[config.mk]
export PLATFORM = sky130hd
export DESIGN_NAME = fifo_stat_flat
export DESIGN_NICKNAME = d
export VERILOG_FILES = /design/src/rtl/fifo_stat_if.sv /design/src/rtl/fifo_stat.sv /design/src/flat_wrapper.sv
export SDC_FILE = /design/constraint.sdc
export NUM_CORES = 1
export LEC_CHECK = 0
export ABC_AREA = 1
export CORE_AREA = 3 3 163 229
export CTS_CLUSTER_DIAMETER = 50
export DETAILED_ROUTE_END_ITERATION = 8
export DIE_AREA = 0 0 166 232
export GPL_ROUTABILITY_DRIVEN = 0
export PLACE_DENSITY = 0.78
export SYNTH_ARGS = -nofsm -noshare
export SYNTH_HDL_FRONTEND = slang
export SYNTH_SLANG_ARGS = --single-unit
[constraint.sdc]
create_clock -name clk_i -period 6.11 [get_ports clk_i]
set_clock_uncertainty 0.1 [all_clocks]
set_input_delay 0.611 -clock clk_i [delete_from_list [all_inputs] [get_ports clk_i]]
set_output_delay 0.611 -clock clk_i [all_outputs]
set_load 0.005 [all_outputs]
[src/rtl/fifo_stat_if.sv]
// Handshake bundle between a fifo_stat instance and its user.
// The master side pushes/pulls; the slave side is the FIFO itself.
interface fifo_stat_if #(
    parameter int g_width = 32,
    parameter int g_depth = 16
);
    localparam int c_cnt_width = $clog2(g_depth + 1);

    logic [g_width-1:0]     data_i;
    logic                   push_i;
    logic                   pull_i;
    logic                   clr_err_i;
    logic [g_width-1:0]     data_o;
    logic [c_cnt_width-1:0] count_o;
    logic                   full_o;
    logic                   empty_o;
    logic                   afull_o;
    logic                   aempty_o;
    logic                   ovf_o;
    logic                   udf_o;

    modport master (
        output data_i, push_i, pull_i, clr_err_i,
        input  data_o, count_o, full_o, empty_o, afull_o, aempty_o, ovf_o, udf_o
    );

    modport slave (
        input  data_i, push_i, pull_i, clr_err_i,
        output data_o, count_o, full_o, empty_o, afull_o, aempty_o, ovf_o, udf_o
    );
endinterface

[src/rtl/fifo_stat.sv]
// Synchronous show-ahead FIFO of arbitrary depth with occupancy count,
// almost-full/almost-empty thresholds and sticky overflow/underflow flags.
module fifo_stat #(
    parameter int g_width  = 32,
    parameter int g_depth  = 16,
    parameter int g_afull  = g_depth - 2,
    parameter int g_aempty = 1
) (
    input  logic        clk_i,
    input  logic        rst_i,
    fifo_stat_if.slave  bus
);
    localparam int c_cnt_width = $clog2(g_depth + 1);
    localparam int c_ptr_width = (g_depth <= 2) ? 1 : $clog2(g_depth);

    localparam logic [c_ptr_width-1:0] c_ptr_last  = c_ptr_width'(g_depth - 1);
    localparam logic [c_cnt_width-1:0] c_cnt_full  = c_cnt_width'(g_depth);
    localparam logic [c_cnt_width-1:0] c_cnt_afull = c_cnt_width'(g_afull);
    localparam logic [c_cnt_width-1:0] c_cnt_aempt = c_cnt_width'(g_aempty);

    logic [g_width-1:0]     r_mem [g_depth];
    logic [c_ptr_width-1:0] r_wr_ptr;
    logic [c_ptr_width-1:0] r_rd_ptr;
    logic [c_cnt_width-1:0] r_count;
    logic                   r_full;
    logic                   r_empty;
    logic                   r_afull;
    logic                   r_aempty;
    logic                   r_ovf;
    logic                   r_udf;

    logic                   w_push_acc;
    logic                   w_pull_acc;
    logic [c_ptr_width-1:0] w_wr_ptr_next;
    logic [c_ptr_width-1:0] w_rd_ptr_next;
    logic [c_cnt_width-1:0] w_count_next;

    // A full FIFO still accepts a push when a pull frees the head slot in the same cycle.
    always_comb begin
        w_push_acc = bus.push_i & (~r_full | bus.pull_i);
        w_pull_acc = bus.pull_i & ~r_empty;
    end

    // Pointers wrap by explicit compare so any depth works, not just powers of two.
    always_comb begin
        w_wr_ptr_next = r_wr_ptr;
        w_rd_ptr_next = r_rd_ptr;
        if (w_push_acc) begin
            w_wr_ptr_next = (r_wr_ptr == c_ptr_last) ? '0 : r_wr_ptr + c_ptr_width'(1);
        end
        if (w_pull_acc) begin
            w_rd_ptr_next = (r_rd_ptr == c_ptr_last) ? '0 : r_rd_ptr + c_ptr_width'(1);
        end
    end

    always_comb begin
        w_count_next = r_count;
        if (w_push_acc && !w_pull_acc) begin
            w_count_next = r_count + c_cnt_width'(1);
        end else if (w_pull_acc && !w_push_acc) begin
            w_count_next = r_count - c_cnt_width'(1);
        end
    end

    // Storage is never reset; reset only discards it logically via the pointers.
    always_ff @(posedge clk_i) begin
        if (w_push_acc && !rst_i) begin
            r_mem[r_wr_ptr] <= bus.data_i;
        end
    end

    always_ff @(posedge clk_i) begin
        if (rst_i) begin
            r_wr_ptr <= '0;
            r_rd_ptr <= '0;
            r_count  <= '0;
            r_full   <= 1'b0;
            r_empty  <= 1'b1;
            r_afull  <= 1'b0;
            r_aempty <= 1'b1;
        end else begin
            r_wr_ptr <= w_wr_ptr_next;
            r_rd_ptr <= w_rd_ptr_next;
            r_count  <= w_count_next;
            // Flags are derived from the next count so they always agree with count_o.
            r_full   <= (w_count_next == c_cnt_full);
            r_empty  <= (w_count_next == '0);
            r_afull  <= (w_count_next >= c_cnt_afull);
            r_aempty <= (w_count_next <= c_cnt_aempt);
        end
    end

    // A new error in the same cycle as clr_err_i keeps the flag set.
    always_ff @(posedge clk_i) begin
        if (rst_i) begin
            r_ovf <= 1'b0;
            r_udf <= 1'b0;
        end else begin
            r_ovf <= (bus.push_i & ~w_push_acc) | (r_ovf & ~bus.clr_err_i);
            r_udf <= (bus.pull_i & ~w_pull_acc) | (r_udf & ~bus.clr_err_i);
        end
    end

    assign bus.data_o   = r_mem[r_rd_ptr];
    assign bus.count_o  = r_count;
    assign bus.full_o   = r_full;
    assign bus.empty_o  = r_empty;
    assign bus.afull_o  = r_afull;
    assign bus.aempty_o = r_aempty;
    assign bus.ovf_o    = r_ovf;
    assign bus.udf_o    = r_udf;
endmodule

[src/flat_wrapper.sv]
// flat-port wrapper written by rule: the top's interface ports become plain ports
module fifo_stat_flat 
#(
    parameter int g_width  = 32,
    parameter int g_depth  = 16,
    parameter int g_afull  = g_depth - 2,
    parameter int g_aempty = 1
)
  (clk_i, rst_i, bus_data_i, bus_push_i, bus_pull_i, bus_clr_err_i, bus_data_o, bus_count_o, bus_full_o, bus_empty_o, bus_afull_o, bus_aempty_o, bus_ovf_o, bus_udf_o);
  fifo_stat_if #(.g_width(g_width), .g_depth(g_depth)) bus_i ();
  input  logic clk_i;
  input  logic rst_i;
  input wire logic [$bits(bus_i.data_i)-1:0] bus_data_i;
  input wire logic [$bits(bus_i.push_i)-1:0] bus_push_i;
  input wire logic [$bits(bus_i.pull_i)-1:0] bus_pull_i;
  input wire logic [$bits(bus_i.clr_err_i)-1:0] bus_clr_err_i;
  output wire logic [$bits(bus_i.data_o)-1:0] bus_data_o;
  output wire logic [$bits(bus_i.count_o)-1:0] bus_count_o;
  output wire logic [$bits(bus_i.full_o)-1:0] bus_full_o;
  output wire logic [$bits(bus_i.empty_o)-1:0] bus_empty_o;
  output wire logic [$bits(bus_i.afull_o)-1:0] bus_afull_o;
  output wire logic [$bits(bus_i.aempty_o)-1:0] bus_aempty_o;
  output wire logic [$bits(bus_i.ovf_o)-1:0] bus_ovf_o;
  output wire logic [$bits(bus_i.udf_o)-1:0] bus_udf_o;
  assign bus_i.data_i = bus_data_i;
  assign bus_i.push_i = bus_push_i;
  assign bus_i.pull_i = bus_pull_i;
  assign bus_i.clr_err_i = bus_clr_err_i;
  assign bus_data_o = bus_i.data_o;
  assign bus_count_o = bus_i.count_o;
  assign bus_full_o = bus_i.full_o;
  assign bus_empty_o = bus_i.empty_o;
  assign bus_afull_o = bus_i.afull_o;
  assign bus_aempty_o = bus_i.aempty_o;
  assign bus_ovf_o = bus_i.ovf_o;
  assign bus_udf_o = bus_i.udf_o;
  fifo_stat #(.g_width(g_width), .g_depth(g_depth), .g_afull(g_afull), .g_aempty(g_aempty)) u_core (.clk_i(clk_i), .rst_i(rst_i), .bus(bus_i));
endmodule
Yosys cells after proc, flatten, opt, wreduce, memory -nomap -nowiden:

Memories as Yosys holds them, arrays and structs flattened. A register that Yosys moved wholly into a read port is not among the register bits.
Cells that the tools add are included.

* register bits: 19
* RAM bits: 512
* input port bits: 37
* output and inout port bits: 43
* word-level logic and storage cells: 48
* memories: 1

* $add $sub $neg: 4
* $lt $le $gt $ge: 2
* equal/unequal tests: 3
* mux-type cells: 8
* bitwise gates (word level): 14
* reduce and logical (&&, ||, !) cells: 7

Memory list
* u_core.r_mem: words 16, bits a word 32, rd ports 1, clocked after Yosys merged registers in 1, write ports 1, line fifo_stat.sv:21 `logic [g_width-1:0] r_mem [g_depth];`

Operators with widths (number)
* $mux 4: 4
* $mux 5: 2
* $add 4x1->4 const B: 2
* $eq 4x4->1 const B: 2
* $and 1x1->1: 6
* $add 5x1->5 const B: 1
* $eq 5x5->1 const B: 1
* $ge 5x4->1 const B: 1
* $le 5x1->1 const B: 1
* $logic_not 5->1: 1
* $not 1->1: 5
* $sub 5x1->5 const B: 1
* $logic_and 1x1->1: 3
* $logic_not 1->1: 3
* $or 1x1->1: 3
* $mux 1: 2

Longest topological paths before layout:

Gate-level depths: netlist (run 1).

* depth after elaboration: 8
* mapped depth: 12

Least setup slack after synthesis (run 1):

No wires, ideal clock.

* path kind: input port to flip-flop
* start point: input port bus_pull_i
* end point: memory u_core.r_mem[7][0], enable pin
* setup time: 0.502 ns
* data arrival time: 4.112 ns
* data required time: 5.508 ns
* path slack: 1.397 ns
* stages: 6
* path through: inv_1 -> nand2_1 -> nand2_1 -> inv_1 -> nand2_1 -> nor4_1

* word-level cells in the longest chain between the ends: 5

Ends and longest elaborated chain
* start, declared: line flat_wrapper.sv:15 `input wire logic [$bits(bus_i.pull_i)-1:0] bus_pull_i;`
* $or 1x1->1: line fifo_stat.sv:40 `w_push_acc = bus.push_i & (~r_full | bus.pull_i);`
* $and 1x1->1: line fifo_stat.sv:40
* $logic_and 1x1->1: line fifo_stat.sv:67 `if (w_push_acc && !rst_i) begin`
* $mux 1: line fifo_stat.sv:67
* $mux 1 (implied by the code): line fifo_stat.sv:68 `r_mem[r_wr_ptr] <= bus.data_i;`
* end, declared: line fifo_stat.sv:21

Every way passes these cells.

==> run_results.csv, run 1 <==
group,metric,value,unit
status,status,"complete, no violations",
logic_synthesis,ys_types,26,
floorplanning,row_count,82,
logic_synthesis,ys_dominant_reg_cell,"edfxtp_1",
global_route,grt_start_max_net_pins,183,
logic_synthesis,synth_edf_count,512,
logic_synthesis,synthArstFlopShare,0,%
route,vias,13700,
placed_design,place_area,0.0225,mm^2
placed_design,pre_cts_ws,2.51,ns
worst_setup_path,endpoint,"bus_data_o[14]",
floorplanning,die_w,166,um
worst_setup_path,r2r-start,"u_core.bus.full_o",
worst_setup_path,cp-start-kind,"register",
run,maxCapViolCount,0,
sta,period_minus_slack,4.19,ns
worst_setup_path,r2r_slack,3.59,ns
global_route,grt_first_pass_wirelength,74600,um
worst_setup_path,critPathArrivalTime,3.48,ns
sta,fmax,239,MHz
floorplanning,pin_count,80,
clock_network,numCtsBuffers,47,
global_route,track_usage,25.0,%
sta,max-slew-margin-rel,15.4,%
worst_setup_path,reg2reg_depth,6,
power_and_ir_drop,ir_worst_vdd,0.208,mV
route,highest_layer,"met5",
finish,nets,1770,
finish,instances_no_fill,2221,
sta,holdWs,0.372,ns
logic_synthesis,ys_ff_latch,535,
route,drc,0,
clock_network,clock_sinks,535,
sta,post-route-period-util,68.5,%
clock_network,cts_tree,"done",
clock_network,cts.clk_slew.worst_paths,0.06,ns
logic_synthesis,yosys_warnings,0,
route,ant_nets,0,
worst_setup_path,worstSetupPathType,"reg -> out",
floorplanning,start_util,59.6,%
clock_network,cts_max_level,2,
global_route,grt_overflow_total,0,
sta,finalSetupTns,0,ns
global_route,antenna_found_initial,1,
clock_network,clk_path_buf_depth,3,
route,dr_wl_met3,3960,um
logic_synthesis,synth.net_count,1713,
route,drt-total-wl,49100,um
finish,fin_area,0.0239,mm^2
placed_design,portBuffers,79,
logic_synthesis,synth_area,0.0212,mm^2
floorplanning,core_area,0.0356,mm^2
min_path,hold_path.class,"reg -> reg",
worst_setup_path,required,5.40,ns
finish,final_core_util,67.0,%
route,firstDrtPassIters,6,
logic_synthesis,synth_cells,1669,
clock_network,root_buffer,"clkbuf_16",
finish,drive_above_1_share,6.71,%
route,wl_per_cell,22.1,um
power_and_ir_drop,leakagePower,7.65,nW
route,drt-vias-per-instance,6.17,
floorplanning,dieArea,0.0385,mm^2
worst_setup_path,cp_max_fo,182,
finish,fillCellCount,2370,
route,drt_iter0_markers,1583,
route,wl_met2,24800,um
placed_design,dp_hpwl,25400,um
sta,hold_violations,0,
worst_setup_path,end_kind,"output pin",
logic_synthesis,avgSynthCellArea,12.7,um^2
finish,antennaDiodeCount,0,
global_route,first_global_vias,13400,
clock_network,cts_setup_buffers,0,
route,wl_met1,18700,um
clock_network,clkLatencyLatePin,0.55,ns
sta,rsz0062_at_grt,"false",
finish,final_cell_mix,"edfxtp_1, nor2_1, o21ai_0",
worst_setup_path,rr_endpoint,"u_core.r_mem[2][10]",
power_and_ir_drop,power_density,312,mW/mm^2
logic_synthesis,synth-seq-area-share,74.6,%
finish,syn_to_final_growth,12.5,%
sta,worstMarginPinSlew,1.27,ns
clock_network,hold_buffers,0,
sta,worst_slack,1.92,ns
finish,final_common_cell,"edfxtp_1",
placed_design,placed_cells,2139,
sta,slew_violations,0,
floorplanning,die-height,232,um
power_and_ir_drop,report.power.total,7.45,mW
clock_network,cts_resized,0,
sta,finalSetupViolations,0,
power by group:
part	internal, mW	switching, mW	leakage, nW
Combinational	0.245	0.410	2.18
Sequential	4.05	0.0300	4.80
Clock	1.50	1.22	0.665
cells by family after synthesis:
kind of cell,Yosys count,share of synthesized area [%]
buffers and inverters,135,2.82
flip-flops,535,74.6
adder cells (fa/ha/maj),7,0.413
AND/OR/NAND/NOR,570,10.6
XOR/XNOR,3,0.124
AO/OA/AOI/OAI,419,11.4
area by class of cell:
cell class / count / area [um^2] / area share (%)
clock inverter: 22 / 160 / 0.671
tap: 462 / 578 / 2.42
inverter: 29 / 116 / 0.488
timing repair buffer: 114 / 1070 / 4.47
clock buffer: 60 / 1220 / 5.13
multi-input combinational: 999 / 4870 / 20.4
sequential: 535 / 15800 / 66.4
worst max-delay path, stage by stage, from the launching register on:
cell and delay (ns):
dfxtp_4 0.38, inv_8 0.72, buf_4 0.54, nor2_1 0.10
nor2_1 0.12, o21ai_1 0.10, o211ai_1 0.15, nand3_1 0.14
nand2_1 0.10, clkdlybuf4s50_1 0.49
flip-flops by register name, summed over array words and instances (netlist names), named ones only:
register             count
u_core.bus.aempty_o      1
u_core.bus.afull_o       1
u_core.bus.count_o       5
u_core.bus.empty_o       1
u_core.bus.full_o        1
u_core.bus.ovf_o         1
u_core.bus.udf_o         1
u_core.r_mem           512
u_core.r_rd_ptr          4
u_core.r_wr_ptr          4
cells in the mapped netlist, types with 2 or more instances:
| master | number | area, um^2 |
|---|---|---|
| edfxtp_1 | 512 | 15400 |
| buf_4 | 9 | 67.6 |
| o21ai_1 | 90 | 450 |
| xor2_1 | 2 | 17.5 |
| nor3_1 | 13 | 65.1 |
| buf_6 | 4 | 45.0 |
| nand4_1 | 3 | 18.8 |
| o211ai_1 | 128 | 961 |
| dfxtp_1 | 23 | 460 |
| buf_2 | 22 | 110 |
| nand3_1 | 58 | 290 |
| nand2_1 | 84 | 315 |
| o21ai_0 | 192 | 961 |
| inv_1 | 26 | 97.6 |
| ha_1 | 7 | 87.6 |
| clkbuf_1 | 54 | 203 |
| inv_2 | 2 | 7.51 |
| nor2_1 | 407 | 1530 |
| a21oi_1 | 9 | 45.0 |
| nand3b_1 | 2 | 15.0 |
| buf_1 | 17 | 63.8 |
routing by layer:
metal  vias up  GRT usage [%]
met1      6698           32.3
met4         2           10.7
met2       672           42.4
met5         -              0
li1       6189              -
met3       135           4.09
how the worst min path moves through the flow:
stage / startpoint / end / slack, ns / depth (start not counted)
2_1_floorplan: u_core.bus.udf_o / u_core.bus.udf_o / 0.36 / 2
3_3_place_gp: u_core.bus.udf_o / u_core.bus.udf_o / 0.36 / 2
3_5_place_dp: u_core.bus.ovf_o / u_core.bus.ovf_o / 0.36 / 2
4_1_cts: u_core.bus.ovf_o / u_core.bus.ovf_o / 0.38 / 2
5_1_grt: u_core.bus.ovf_o / u_core.bus.ovf_o / 0.39 / 2
6_report: u_core.bus.ovf_o / u_core.bus.ovf_o / 0.37 / 2
(Power assumes the default switching activity.)
==> inputs of run 2 (changes only) <==
==> constraint.sdc (replaced) <==
create_clock -name clk_i -period 3.9 [get_ports clk_i]
set_clock_uncertainty 0.1 [all_clocks]
set_input_delay 0.39 -clock clk_i [delete_from_list [all_inputs] [get_ports clk_i]]
set_output_delay 0.39 -clock clk_i [all_outputs]
set_load 0.005 [all_outputs]
==> run 2 against run 1 <==
Net effect: clock power up 63%; setup slack got worse by 1.7 ns; combinational power increased by 62%; critical path type unchanged; largest cell class unchanged; via count increased by 0.17%; sequential share of layout area down 0.60 points; highest routed layer is now met4; core utilization up 0.61 points.
==> run_results.csv, run 2 (synthesized netlist as in run 1, its figures left out) <==
group,metric,value,unit
sta,slew_violations,0,
clock_network,clkLatencyLatePin,0.56,ns
status,status,"complete, no violations",
floorplanning,start_util,59.6,%
route,drt-total-wl,49700,um
global_route,met1_usage,31.6,%
sta,hold_violations,0,
finish,instances_no_fill,2232,
sta,max-slew-margin-rel,34.1,%
route,drc,0,
route,vias,13700,
finish,final_core_util,67.6,%
finish,final_common_cell,"edfxtp_1",
global_route,track_usage,25.3,%
worst_setup_path,cp_max_fo,105,
sta,worstMarginPinSlew,0.989,ns
clock_network,numCtsBuffers,46,
placed_design,pre_cts_ws,0.940,ns
floorplanning,core_area,0.0356,mm^2
floorplanning,die_w,166,um
clock_network,cts_tree,"done",
worst_setup_path,critPathArrivalTime,3.15,ns
global_route,top_usage_layer,"met2",
global_route,grt_overflow_total,0,
global_route,grt_use_met2,43.3,%
worst_setup_path,r2r-start,"u_core.bus.full_o",
route,drt_iter0_markers,1540,
sta,period_minus_slack,3.64,ns
clock_network,cts.clk_slew.worst_paths,0.06,ns
global_route,grt_start_max_net_pins,152,
min_path,hold_path.class,"reg -> reg",
finish,fillCellCount,2333,
route,wl_per_cell,22.3,um
worst_setup_path,worstSetupPathType,"reg -> out",
sta,post-route-period-util,93.3,%
sta,worst_slack,0.262,ns
floorplanning,dieArea,0.0385,mm^2
sta,finalSetupViolations,0,
clock_network,cts_max_level,2,
clock_network,clock_sinks,535,
floorplanning,die-height,232,um
finish,syn_to_final_growth,13.5,%
power_and_ir_drop,power_density,493,mW/mm^2
clock_network,cts_setup_buffers,0,
finish,final_cell_mix,"edfxtp_1, nor2_1, o21ai_0",
finish,nets,1776,
placed_design,dp_hpwl,25800,um
worst_setup_path,cp-start-kind,"register",
floorplanning,row_count,82,
worst_setup_path,cp_cell_sequence,"buf_4 > o21ai_0 > o211ai_1 > nand3_1 > nand2_1 > clkdlybuf4s50_1",
sta,fmax,275,MHz
clock_network,root_buffer,"clkbuf_16",
route,drt-vias-per-instance,6.15,
placed_design,portBuffers,79,
worst_setup_path,required,3.41,ns
route,ant_nets,0,
clock_network,hold_buffers,0,
worst_setup_path,worst_path_largest_cell_delay,0.76,ns
worst_setup_path,end_kind,"output pin",
global_route,grt_first_pass_wirelength,75500,um
finish,drive_above_1_share,7.24,%
floorplanning,pin_count,80,
global_route,use_met3,4.60,%
power_and_ir_drop,leakagePower,7.76,nW
worst_setup_path,cp_slowest_cell,"buf_4",
placed_design,placed_cells,2146,
sta,finalSetupTns,0,ns
sta,rsz0062_at_grt,"false",
clock_network,cts_resized,0,
min_path,holdCritStartpoint,"u_core.bus.udf_o",
global_route,antenna_found_initial,2,
finish,largest_register,"u_core.r_mem",
finish,largest_reg_flops,512,
route,firstDrtPassIters,6,
clock_network,clk_path_buf_depth,3,
run,maxCapViolCount,0,
global_route,first_global_vias,13800,
sta,holdWs,0.367,ns
power_and_ir_drop,ir_worst_vdd,0.372,mV
[run 2: changes by cell type in the layout (fill, tap and decap cells not counted), moves of 2 or more]
cell / before / now
diode_2: 0 / 2
buf_12: 1 / 8
clkinv_2: 6 / 10
clkinvlp_4: 3 / 0
clkinv_1: 10 / 15
clkbuf_1: 13 / 8
bufinv_16: 2 / 4
[run 2: layer usage]
metal | vias to the layer above | routed length [um]
met2 | 693 | 25000
met3 | 132 | 4120
met4 | 0 | 1940
li1 | 6209 | -
met1 | 6685 | 18600
met5 | - | 0
[run 2: power breakdown]
group,internal (mW),total (mW),switching [mW],leakage (nW)
Combinational,0.400,1.06,0.656,2.24
Clock,2.48,4.42,1.94,0.716
Sequential,6.35,6.40,0.0482,4.80
[run 2: final cells by class]
| type | count | area (um^2) | area share, % |
|---|---|---|---|
| Multi-Input combinational cell | 999 | 4880 | 20.3 |
| Clock buffer | 55 | 1210 | 5.01 |
| Tap cell | 462 | 578 | 2.40 |
| Inverter | 29 | 116 | 0.483 |
| Antenna cell | 2 | 5.00 | 0.0208 |
| Sequential cell | 535 | 15800 | 65.8 |
| Clock inverter | 29 | 244 | 1.01 |
| Timing Repair Buffer | 121 | 1210 | 5.01 |
[run 2: through the flow]
stage	total power [mW]	instance area (um^2)
after CTS	11.9	24100
after detailed placement	7.56	22600
after floorplan	7.13	21200
after global routing	12.2	24100
after global placement	7.53	22600
final	11.9	24100
[run 2: final timing paths]
| check | to | slack [ns] | cells after the start |
|---|---|---|---|
| max | bus_data_o[25] | 0.26 | 6 |
| min | u_core.bus.udf_o | 0.37 | 2 |
| max reg2reg | u_core.r_mem[9][3] | 1.59 | 6 |
| min reg2reg | u_core.bus.udf_o | 0.37 | 2 |
[run 2: critical path, delay by kind of cell (launching register included)]
kind	cells	cell delay (ns)
buf+inv	2	1.29
flops	1	0.39
compound gates	2	0.60
simple gates	2	0.29
==> inputs of run 3 (changes only) <==
--- a/config.mk
+++ b/config.mk
@@ -11,7 +11,9 @@
 export DETAILED_ROUTE_END_ITERATION = 8
 export DIE_AREA = 0 0 166 232
 export GPL_ROUTABILITY_DRIVEN = 0
+export MAX_ROUTING_LAYER = met4
 export PLACE_DENSITY = 0.78
+export SLEW_MARGIN = 30
 export SYNTH_ARGS = -nofsm -noshare
 export SYNTH_HDL_FRONTEND = slang
 export SYNTH_SLANG_ARGS = --single-unit
==> run 3 against run 2 <==
Net effect: power is essentially flat; sequential power is essentially flat; non-clock buffer count is the same; flip-flop and latch count is the same; via count grew 0.30%; fmax grew 4.3%; die area is the same; setup slack gained 0.15 ns; clock power is essentially flat.
==> run_results.csv, run 3 (synthesized netlist as in run 1, its figures left out) <==
group,metric,value,unit
power_and_ir_drop,power_density,493,mW/mm^2
worst_setup_path,worstSetupPathType,"reg -> out",
placed_design,placed_cells,2146,
clock_network,clk_path_buf_depth,3,
run,maxCapViolCount,0,
clock_network,clkLatencyLatePin,0.55,ns
sta,hold_violations,0,
global_route,grt_first_pass_wirelength,75600,um
finish,final_cell_mix,"edfxtp_1, nor2_1, o21ai_0",
route,drt-total-wl,49700,um
power_and_ir_drop,ir_worst_vdd,0.372,mV
sta,slew_violations,0,
sta,rsz0062_at_grt,"false",
clock_network,hold_buffers,0,
route,wl_per_cell,22.3,um
clock_network,numCtsBuffers,46,
power_and_ir_drop,report.power.total,11.9,mW
floorplanning,dieArea,0.0385,mm^2
sta,worstMarginPinSlew,0.723,ns
sta,worst_slack,0.413,ns
floorplanning,pin_count,80,
finish,largest_register,"u_core.r_mem",
sta,max-slew-margin-rel,51.8,%
sta,finalSetupTns,0,ns
finish,nets,1776,
finish,multiInputGateArea,0.00488,mm^2
global_route,grt_overflow_total,0,
worst_setup_path,critPathArrivalTime,3.00,ns
clock_network,cts_setup_buffers,0,
clock_network,cts_tree,"done",
route,drt_iter0_markers,1508,
floorplanning,die-height,232,um
floorplanning,die_w,166,um
worst_setup_path,end_kind,"output pin",
global_route,first_global_vias,13800,
clock_network,cts.clk_slew.worst_paths,0.06,ns
global_route,track_usage,26.1,%
placed_design,pre_cts_ws,0.940,ns
finish,largest_reg_flops,512,
clock_network,clock_sinks,535,
worst_setup_path,required,3.41,ns
sta,holdWs,0.367,ns
global_route,grt_start_max_net_pins,152,
sta,finalSetupViolations,0,
status,status,"complete, no violations",
route,drt-vias-per-instance,6.16,
finish,final_common_cell,"edfxtp_1",
floorplanning,row_count,82,
route,vias,13800,
finish,fillCellCount,2332,
sta,period_minus_slack,3.49,ns
finish,instances_no_fill,2232,
sta,post-route-period-util,89.4,%
route,drc,0,
floorplanning,start_util,59.6,%
clock_network,cts_resized,0,
worst_setup_path,cp-start-kind,"register",
placed_design,portBuffers,79,
route,ant_nets,0,
floorplanning,core_area,0.0356,mm^2
global_route,antenna_found_initial,2,
clock_network,root_buffer,"clkbuf_16",
min_path,hold_path.class,"reg -> reg",
placed_design,dp_hpwl,25800,um
finish,drive_above_1_share,7.24,%
worst_setup_path,cp_max_fo,52,
route,firstDrtPassIters,6,
sta,fmax,287,MHz
finish,regArea,0.0158,mm^2
finish,syn_to_final_growth,13.5,%
power_and_ir_drop,leakagePower,7.76,nW
clock_network,cts_max_level,2,
[run 3: cell counts in the layout (fill, tap and decap cells not counted)]
No cell type changed its count.
[run 3: layer usage]
| layer | track usage [%] | part of all wire, % | vias up |
|---|---|---|---|
| met2 | 43.1 | 50 | 708 |
| li1 | - | - | 6210 |
| met3 | 4.53 | 8.5 | 148 |
| met1 | 31.8 | 37 | 6694 |
| met4 | 12.0 | 4.1 | 0 |
| met5 | - | 0 | - |
[run 3: cell type report]
| cell class | instances | share of cell area, % |
|---|---|---|
| Antenna cell | 2 | 0.0208 |
| Inverter | 29 | 0.483 |
| Timing Repair Buffer | 121 | 5.02 |
| Multi-Input combinational cell | 999 | 20.3 |
| Clock inverter | 29 | 1.01 |
| Clock buffer | 55 | 5.01 |
| Tap cell | 462 | 2.40 |
| Sequential cell | 535 | 65.8 |
[run 3: path summary, 6_finish.rpt]
check | startpoint | end | slack, ns | cells after the start
max | register | bus_data_o[25] | 0.41 | 6
min | u_core.bus.udf_o | u_core.bus.udf_o | 0.37 | 2
max reg2reg | u_core.bus.full_o | u_core.r_mem[9][3] | 1.59 | 6
min reg2reg | u_core.bus.udf_o | u_core.bus.udf_o | 0.37 | 2
[run 3: report_power, final]
group / leakage (nW) / internal (mW) / switching, mW
clock: 0.716 / 2.48 / 1.94
combinational: 2.24 / 0.400 / 0.657
sequential: 4.80 / 6.35 / 0.0479
[run 3: critical path, cell delays in order (launching register included)]
cell             delay [ns]
dfxtp_4                0.75
buf_4                  0.40
o21ai_0                0.20
o211ai_1               0.26
nand3_1                0.11
nand2_1                0.18
clkdlybuf4s50_1        0.53
[run 3: per-stage QoR]
step                      utilization, %  instance area (um^2)
final                               67.7                 24100
after detailed placement            63.6                 22600
after global placement              63.6                 22600
after floorplan                        -                 21200
after CTS                           67.6                 24100
after global routing                67.7                 24100
